--- src/rtl/itu_intc_arb.sv ---
// Interrupt priority stage behind the ITU. It arbitrates the 15 timer requests
// using the IPRC/IPRD level fields and hands one level/vector to the CPU with an ack handshake.
module itu_intc_arb #(
    parameter int          VEC_BASE = 80,
    parameter logic [27:0] IPR_ADDR = 28'h5FFFF88
) (
    input  logic        CLK,
    input  logic        RST,
    input  logic        CE_R,
    input  logic        CE_F,
    input  logic [4:0]  IMIA_IRQ,
    input  logic [4:0]  IMIB_IRQ,
    input  logic [4:0]  OVI_IRQ,
    input  logic [27:0] IBUS_A,
    input  logic [31:0] IBUS_DI,
    output logic [31:0] IBUS_DO,
    input  logic [3:0]  IBUS_BA,
    input  logic        IBUS_WE,
    input  logic        IBUS_REQ,
    output logic        IBUS_BUSY,
    output logic        IBUS_ACT,
    output logic        INT_REQ,
    output logic [3:0]  INT_LVL,
    output logic [7:0]  INT_VEC,
    input  logic        INT_ACK
);

    typedef enum logic [0:0] {ST_IDLE = 1'b0, ST_REQ = 1'b1} state_t;

    state_t      state_r, state_nxt_s;
    logic [15:0] iprc_r, iprd_r;
    logic [31:0] reg_do_r;
    logic [14:0] sample_r, mask_r, req_in_s, elig_s, ack_set_s;
    logic [3:0]  src_idx_r, src_nxt_s;
    logic        int_req_r, req_nxt_s;
    logic [3:0]  int_lvl_r, lvl_nxt_s;
    logic [7:0]  int_vec_r, vec_nxt_s;
    logic [3:0]  chan_lvl_s [5];
    logic [3:0]  src_lvl_s  [15];
    logic [7:0]  src_vec_s  [15];
    logic        win_found_s;
    logic [3:0]  win_idx_s, win_lvl_s;
    logic [7:0]  win_vec_s;
    logic        wr_en_s, rd_en_s;

    assign IBUS_ACT  = (IBUS_A >= IPR_ADDR) && (IBUS_A <= IPR_ADDR + 28'd3);
    assign IBUS_BUSY = 1'b0;
    assign IBUS_DO   = IBUS_ACT ? reg_do_r : 32'h0000_0000;
    assign wr_en_s   = IBUS_ACT & IBUS_WE & IBUS_REQ & CE_R;
    assign rd_en_s   = IBUS_ACT & ~IBUS_WE & IBUS_REQ;
    assign INT_REQ   = int_req_r;
    assign INT_LVL   = int_lvl_r;
    assign INT_VEC   = int_vec_r;

    assign chan_lvl_s[0] = iprc_r[7:4];
    assign chan_lvl_s[1] = iprc_r[3:0];
    assign chan_lvl_s[2] = iprd_r[15:12];
    assign chan_lvl_s[3] = iprd_r[11:8];
    assign chan_lvl_s[4] = iprd_r[7:4];

    // Source index s = 3*channel + kind, so ascending s is also the tie-break order.
    for (genvar n = 0; n < 5; n++) begin : g_ch
        assign req_in_s[3*n]     = IMIA_IRQ[n];
        assign req_in_s[3*n + 1] = IMIB_IRQ[n];
        assign req_in_s[3*n + 2] = OVI_IRQ[n];
        for (genvar k = 0; k < 3; k++) begin : g_src
            assign src_lvl_s[3*n + k] = chan_lvl_s[n];
            assign src_vec_s[3*n + k] = 8'(VEC_BASE + 4*n + k);
            assign elig_s[3*n + k]    = sample_r[3*n + k] & ~mask_r[3*n + k] & (chan_lvl_s[n] != 4'd0);
        end
    end

    // IPRC/IPRD byte-lane writes.
    always_ff @(posedge CLK) begin
        if (RST) begin
            iprc_r <= 16'h0000;
            iprd_r <= 16'h0000;
        end else if (wr_en_s) begin
            if (IBUS_BA[3]) iprc_r[15:8] <= IBUS_DI[31:24];
            if (IBUS_BA[2]) iprc_r[7:0]  <= IBUS_DI[23:16];
            if (IBUS_BA[1]) iprd_r[15:8] <= IBUS_DI[15:8];
            if (IBUS_BA[0]) iprd_r[7:0]  <= IBUS_DI[7:0];
        end
    end

    // Read-data capture on the falling-phase enable.
    always_ff @(posedge CLK) begin
        if (RST) begin
            reg_do_r <= 32'h0000_0000;
        end else if (CE_F && rd_en_s) begin
            reg_do_r <= {iprc_r, iprd_r};
        end
    end

    // Request sampling and masking; an acked source unmasks once its line is seen low.
    always_ff @(posedge CLK) begin
        if (RST) begin
            sample_r <= 15'h0000;
            mask_r   <= 15'h0000;
        end else if (CE_R) begin
            sample_r <= req_in_s;
            mask_r   <= (mask_r & sample_r) | ack_set_s;
        end
    end

    // Priority search: scanning downward with >= lets the lower index win ties.
    always_comb begin
        win_found_s = 1'b0;
        win_idx_s   = 4'd0;
        win_lvl_s   = 4'd0;
        win_vec_s   = 8'd0;
        for (int s = 14; s >= 0; s--) begin
            if (elig_s[s] && (src_lvl_s[s] >= win_lvl_s)) begin
                win_found_s = 1'b1;
                win_idx_s   = 4'(s);
                win_lvl_s   = src_lvl_s[s];
                win_vec_s   = src_vec_s[s];
            end else begin
                win_found_s = win_found_s;
            end
        end
    end

    // State and registered CPU-side outputs.
    always_ff @(posedge CLK) begin
        if (RST) begin
            state_r   <= ST_IDLE;
            int_req_r <= 1'b0;
            int_lvl_r <= 4'd0;
            int_vec_r <= 8'd0;
            src_idx_r <= 4'd0;
        end else if (CE_R) begin
            state_r   <= state_nxt_s;
            int_req_r <= req_nxt_s;
            int_lvl_r <= lvl_nxt_s;
            int_vec_r <= vec_nxt_s;
            src_idx_r <= src_nxt_s;
        end
    end

    // Next-state selection.
    always_comb begin
        state_nxt_s = state_r;
        case (state_r)
            ST_IDLE: begin
                if (win_found_s) state_nxt_s = ST_REQ;
                else             state_nxt_s = ST_IDLE;
            end
            ST_REQ: begin
                if (INT_ACK)          state_nxt_s = ST_IDLE;
                else if (win_found_s) state_nxt_s = ST_REQ;
                else                  state_nxt_s = ST_IDLE;
            end
            default: state_nxt_s = ST_IDLE;
        endcase
    end

    // Output values; an ack masks the registered source and keeps LVL/VEC.
    always_comb begin
        req_nxt_s = int_req_r;
        lvl_nxt_s = int_lvl_r;
        vec_nxt_s = int_vec_r;
        src_nxt_s = src_idx_r;
        ack_set_s = 15'h0000;
        case (state_r)
            ST_IDLE: begin
                if (win_found_s) begin
                    req_nxt_s = 1'b1;
                    lvl_nxt_s = win_lvl_s;
                    vec_nxt_s = win_vec_s;
                    src_nxt_s = win_idx_s;
                end else begin
                    req_nxt_s = 1'b0;
                end
            end
            ST_REQ: begin
                if (INT_ACK) begin
                    req_nxt_s = 1'b0;
                    ack_set_s = 15'h0001 << src_idx_r;
                end else if (win_found_s) begin
                    req_nxt_s = 1'b1;
                    lvl_nxt_s = win_lvl_s;
                    vec_nxt_s = win_vec_s;
                    src_nxt_s = win_idx_s;
                end else begin
                    req_nxt_s = 1'b0;
                end
            end
            default: req_nxt_s = 1'b0;
        endcase
    end

endmodule

--- config.mk ---
export PLATFORM = sky130hd
export DESIGN_NAME = itu_intc_arb
export DESIGN_NICKNAME = d
export VERILOG_FILES = /design/src/rtl/itu_intc_arb.sv
export SDC_FILE = /design/constraint.sdc
export NUM_CORES = 1
export LEC_CHECK = 0
export BUFFER_PORTS_ARGS = -buffer_cell sky130_fd_sc_hd__buf_2
export CORE_MARGIN = 4
export CORE_UTILIZATION = 58
export CTS_BUF_LIST = sky130_fd_sc_hd__clkbuf_4
export CTS_CLUSTER_DIAMETER = 80
export CTS_CLUSTER_SIZE = 24
export DETAILED_ROUTE_END_ITERATION = 12
export GPL_ROUTABILITY_DRIVEN = 0
export PLACE_DENSITY = 0.83
export SYNTH_ARGS = -nofsm -noshare
export SYNTH_HDL_FRONTEND = slang
export SYNTH_SLANG_ARGS = --single-unit
--- constraint.sdc ---
create_clock -name CLK -period 23.2 [get_ports CLK]
set_input_delay 6.96 -clock CLK [delete_from_list [all_inputs] [get_ports CLK]]
set_output_delay 6.96 -clock CLK [all_outputs]
set_load 0.02 [all_outputs]
### After elaboration in Yosys (flattened, before gate mapping)

Index checks and enable logic that the tools add are counted.

* memory bits (writable): 0
* latch bits: 0
* word-level logic and storage cells: 186
* input bits: 86
* output and inout port bits: 47
* bits in registers: 111
* bits in read-only memories: 0
* memories kept: 0

* bitwise operators: 54
* $lt $le $gt $ge: 17
* multiplexer cells: 75
* $mul: 0
* reduce and logical (&&, ||, !) cells: 27
* equality and inequality tests: 1
* add/sub/neg operators: 0
* divide/modulo/power cells: 0
* shifts and indexed selects: 1

Operators with widths (number)
* $mux W4: 34
* $mux W8: 16
* $ge A4 B4 Y1: 14
* $and A1 B1 Y1: 35
* $mux W32: 1
* $mux W15: 2
* $ge A28 B27 Y1 const B: 1
* $le A28 B27 Y1 const B: 1
* $reduce_bool A4 Y1: 5
* $logic_and A1 B1 Y1: 17
* $mux W1: 17
* $not A1 Y1: 17
* $pmux W4 S2: 2
* $pmux W8 S2: 1
* $and A15 B15 Y15: 1
* $or A15 B15 Y15: 1
* $shl A1 B4 Y15 const A: 1
* $reduce_and A2 Y1: 5
* $mux W7: 1
* $ge A4 B1 Y1 const B: 1
* $ne A2 B2 Y1 const B: 1
* $pmux W1 S2: 1

### Logic depth before layout (Yosys ltp)

* depth in word-level cells: 50
* mapped depth: 106
* mapped depth without buffers: 103

### Worst setup path before layout

Ideal clock, no wire load.

* path kind: reg-to-reg
* start: register sample_r[13]
* end: register int_vec_r[2] (netlist: INT_VEC[2])
* stages on the path, launching flop included: 98
* required time: 23130 ps
* buffers on the path: 2
* data arrival time: 19350 ps
* setup time: 70 ps
* slack: 3780 ps
* period minus slack after synthesis: 19420 ps
* cell sequence: dfxtp_1 > nor2b_1 > nor2_1 > nor2_1 > ha_1 > nand2b_1 > a221o_1 > a21oi_1 > or3_1 > a21oi_1 > ha_1 > nand2b_1 > a211oi_1 > a31oi_1 > o221ai_1 > mux2_2 > ha_1 > nand2b_1 > [... 62 more ...] > ha_1 > a21o_1 > nand2_1 > a21boi_0 > or2_2 > o21ai_0 > mux2_2 > ha_1 > nand2b_1 > a21o_1 > a21o_1 > a21oi_1 > or4b_2 > buf_1 > o211ai_2 > o41ai_4 > or4b_1 > a21oi_1

* word-level cells in the longest chain between the ends: 46
* elaborated cells on any way between the ends: 73
* classes of those cells: order compare: 13; mux: 44; bitwise: 2; reduce/logical: 14

RTL lines
* start, declared: line 33 `logic [14:0] sample_r, mask_r, req_in_s, elig_s, ack_set_s;`
* start signal, assigned: line 101 `sample_r <= req_in_s;`
* $and A1 B1 Y1 * (2 in a row): line 69 `assign elig_s[3*n + k] = sample_r[3*n + k] & ~mask_r[3*n + k] & (chan_lvl_s[n] != 4'd0);`
* $logic_and A1 B1 Y1 *: line 113 `if (elig_s[s] && (src_lvl_s[s] >= win_lvl_s)) begin`
* $mux W4: line 113
* $ge A4 B4 Y1: line 113
* $logic_and A1 B1 Y1: line 113
* $mux W4: line 113
* $ge A4 B4 Y1: line 113
* $logic_and A1 B1 Y1: line 113
* [... 29 more ...]
* $logic_and A1 B1 Y1: line 113
* $mux W4: line 113
* $ge A4 B4 Y1: line 113
* $logic_and A1 B1 Y1: line 113
* $mux W8 or $mux W1 (tied branches): line 113
* $mux W8 *: line 167, 180
* $mux W8: line 177 `if (INT_ACK) begin`
* $pmux W8 S2 *: line 165 `case (state_r)`
* end signal, assigned: line 136 `int_vec_r <= vec_nxt_s;`
* end, declared: line 37 `logic [7:0] int_vec_r, vec_nxt_s;`

Every way passes the cells marked *; elsewhere a longest branch is shown, timed or not. The select of a mux whose other input is x is not followed.
A chain may end at the register's enable or synchronous reset.

### Worst setup path in the final report

* start: register sample_r[13]
* end: register int_vec_r[1] (netlist: INT_VEC[1])

The elaborated chain is that of the path after synthesis.

==> flow_metrics.tcl <==
set metrics [dict create \
    fp.dieArea_mm2 0.01339 \
    hpwl_um 12260 \
    synthArstFlopShare_pct 0 \
    synth-main-ff-cell "dfxtp_1" \
    yosysTopAreaCell "dfxtp_1" \
    die_y_um 115.7 \
    ys_ff_latch 110 \
    avgRoutedWirePerCell_um 14.70 \
    cp.arrival_ns 22.01 \
    antenna_cells 0 \
    powerDensity_mw_per_mm2 40.08 \
    required_ns 23.63 \
    setup_viol 0 \
    place_area_mm2 0.007430 \
    portBuffers 128 \
    hold_violations 0 \
    ant_nets 0 \
    whs_ns 0.4613 \
    fin_nets 1095 \
    crit_type "flip-flop to flip-flop" \
    clock_skew_ns 0.02213 \
    avgSynthCellArea_um2 7.683 \
    antenna_found_initial 0 \
    ys_seq_area_share_pct 32.72 \
    slew_headroom_pct 21.19 \
    grt_pass1_vias 5808 \
    grt_max_degree 111 \
    syn_area_mm2 0.006730 \
    gr-total-overflow 0 \
    vias 6557 \
    p_leak_nw 3.054 \
    root_buffer "clkbuf_4" \
    htreeDepth 3 \
    cts_buffers 9 \
    drc_errors 0 \
    worstSetupEndpointType "flip-flop" \
    max_slew.worst_pin.slew_ns 1.181 \
    maxCapViolations 0 \
    clk_pin_slew_ns 0.17 \
    critical_path.most_common_cell "ha_1" \
    crit_slowest_cell "o41ai_4" \
    clock-sinks 110 \
    post_cts_resized 0 \
    critical_path.max_stage_delay_ns 0.50 \
    num_rows 39 \
    max_clock_freq_ghz 0.04634 \
    viasPerCell 5.828 \
    synth-edff-count 0 \
    area_growth_pct 12.64 \
    slew_viol_final 0 \
    dr.pass1.iters 5 \
    finalCritPeriodShare_pct 93.02 \
    final_area_mm2 0.007581 \
    status "complete, no violations" \
    synth_top_area_share_pct 32.72 \
    grt_first_pass_wirelength_um 27030 \
    layout_min_cycle_time_ns 21.58 \
    insertion_delay_ns 0.49 \
    io_pins 133 \
    initial_core_util_pct 59.19 \
    drt_iter0_drc 489 \
    fillers 1023 \
    start_kind "flip-flop" \
    cts_tree "built" \
    synth_area_leaders "dfxtp_1 33%, a21oi_1 8.8%, nand2_1 8.6%" \
    drive_above_1_share_pct 19.45 \
    min_path_type "flip-flop to flip-flop" \
    ctsHoldBuffers 0 \
    vdd_drop_max_mv 0.02747 \
    post_cts_buffers 0 \
    cts_max_path_buffers 2 \
    core_area_mm2 0.01137 \
    yosysUniqueCellTypes 82 \
    yosys_warnings 0 \
    grt_usage_pct 24.43 \
    postRouteWirelength_um 16540 \
    die_w_um 115.7 \
    path_max_fanout 11 \
    syn_inst 876 \
]
synth_stat cells (4+ instances only):
library cell and count:
clkbuf_1 37, nor2b_1 12, dfxtp_1 110, nor2_1 43, and2_1 36, o31ai_1 5
ha_1 32, or3_1 4, nor3_1 12, a21boi_0 4, mux2_2 11, a31oi_1 11
inv_1 32, a22o_1 4, nand3_1 41, and3_1 5, o21ai_0 38, nor3b_1 6
nand2_1 155, a211oi_1 8, a21o_1 6, o21a_1 7, a21oi_1 118, buf_2 7
nand2b_1 16, nor4_1 7, mux2i_1 26
worst paths after layout:
| path | start | to | slack, ns | cells after the start |
|---|---|---|---|---|
| min | INT_VEC[6] | INT_VEC[6] | 0.46 | 2 |
| max reg2reg | sample_r[13] | INT_VEC[1] | 1.62 | 93 |
| min reg2reg | INT_VEC[6] | INT_VEC[6] | 0.46 | 2 |
| max | sample_r[13] | INT_VEC[1] | 1.62 | 93 |
logic make-up (layout without fill, tap and decap cells):
| logic type | after synthesis | in the layout | synth area share, % |
|---|---|---|---|
| AO/OA/AOI/OAI | 244 | 244 | 23.26 |
| adder cells (fa/ha/maj) | 38 | 38 | 6.897 |
| buffers and inverters | 82 | 187 | 4.871 |
| flip-flops | 110 | 110 | 32.72 |
| multiplexers | 38 | 38 | 5.875 |
| other | 1 | 2 | 0.05572 |
| AND/OR/NAND/NOR | 363 | 363 | 26.32 |
flip-flops by register name (all words and copies together), names as in the netlist, 4 cells and up:
register / count
iprc_r: 16
src_idx_r: 4
mask_r: 15
INT_LVL: 4
reg_do_r: 32
sample_r: 15
iprd_r: 16
INT_VEC: 7
power by group:
part	internal, mW	leakage (nW)	switching [mW]
Sequential	0.191	0.889	0.00124
Combinational	0.00780	2.09	0.00975
Clock	0.0253	0.0772	0.0692
Total	0.224	3.05	0.0801
cell usage in the layout (no fill, tap or decap), types with 12 or more instances in the layout:
cell type  synthesis  routed
nor2b_1           12      12
inv_1             32      32
dfxtp_1          110     110
nor2_1            43      43
o21ai_0           38      37
nand3_1           41      41
a21oi_1          118     118
nand2_1          155     155
buf_2              7     127
and2_1            36      36
nor3_1            12      12
mux2i_1           26      26
ha_1              32      32
nand2b_1          16      16
through the flow:
stage                     total power, mW  setup WS (ns)  instances  util, %  TNS [ns]
after floorplan                    0.2047          3.780        877        -         0
after global placement             0.2132          1.612       1109    65.35         0
after detailed placement           0.2133          1.451       1109    65.35         0
after CTS                          0.3061          1.329       1125    66.58         0
after global routing               0.3167       -0.03865       1125    66.68   -0.1035
final                              0.3039          1.619       1125    66.68         0
routing by layer:
| metal | GRT usage [%] | part of all wire (%) | routed length (um) | vias up |
|---|---|---|---|---|
| met5 | 0 | 0 | 0 | - |
| met4 | 7.889 | 2.1 | 352 | 0 |
| met3 | 3.394 | 6.0 | 997 | 32 |
| met2 | 41.01 | 48 | 7967 | 191 |
| met1 | 32.58 | 44 | 7225 | 3040 |
| li1 | - | - | - | 3294 |
worst max-delay path: cells and delay by family, from the launching register on:
kind                       cells  cell delay [ns]
AOI/OAI and AO/OA             38             8.47
and+or+nand+nor               26             4.71
adders and majority gates     16             4.66
muxes                          8             2.64
buffers and inverters          5             0.61
DFF                            1             0.37
cell type report:
| cell class | instances | area, um2 | share of cell area [%] |
|---|---|---|---|
| Clock inverter | 7 | 72.57 | 0.9573 |
| Multi-Input combinational cell | 685 | 4222 | 55.69 |
| Tap cell | 143 | 178.9 | 2.360 |
| Sequential cell | 110 | 2202 | 29.05 |
| Clock buffer | 9 | 67.56 | 0.8912 |
| Timing Repair Buffer | 137 | 710.7 | 9.374 |
| Inverter | 34 | 127.6 | 1.683 |
Power figures use the tool's default switching activity.
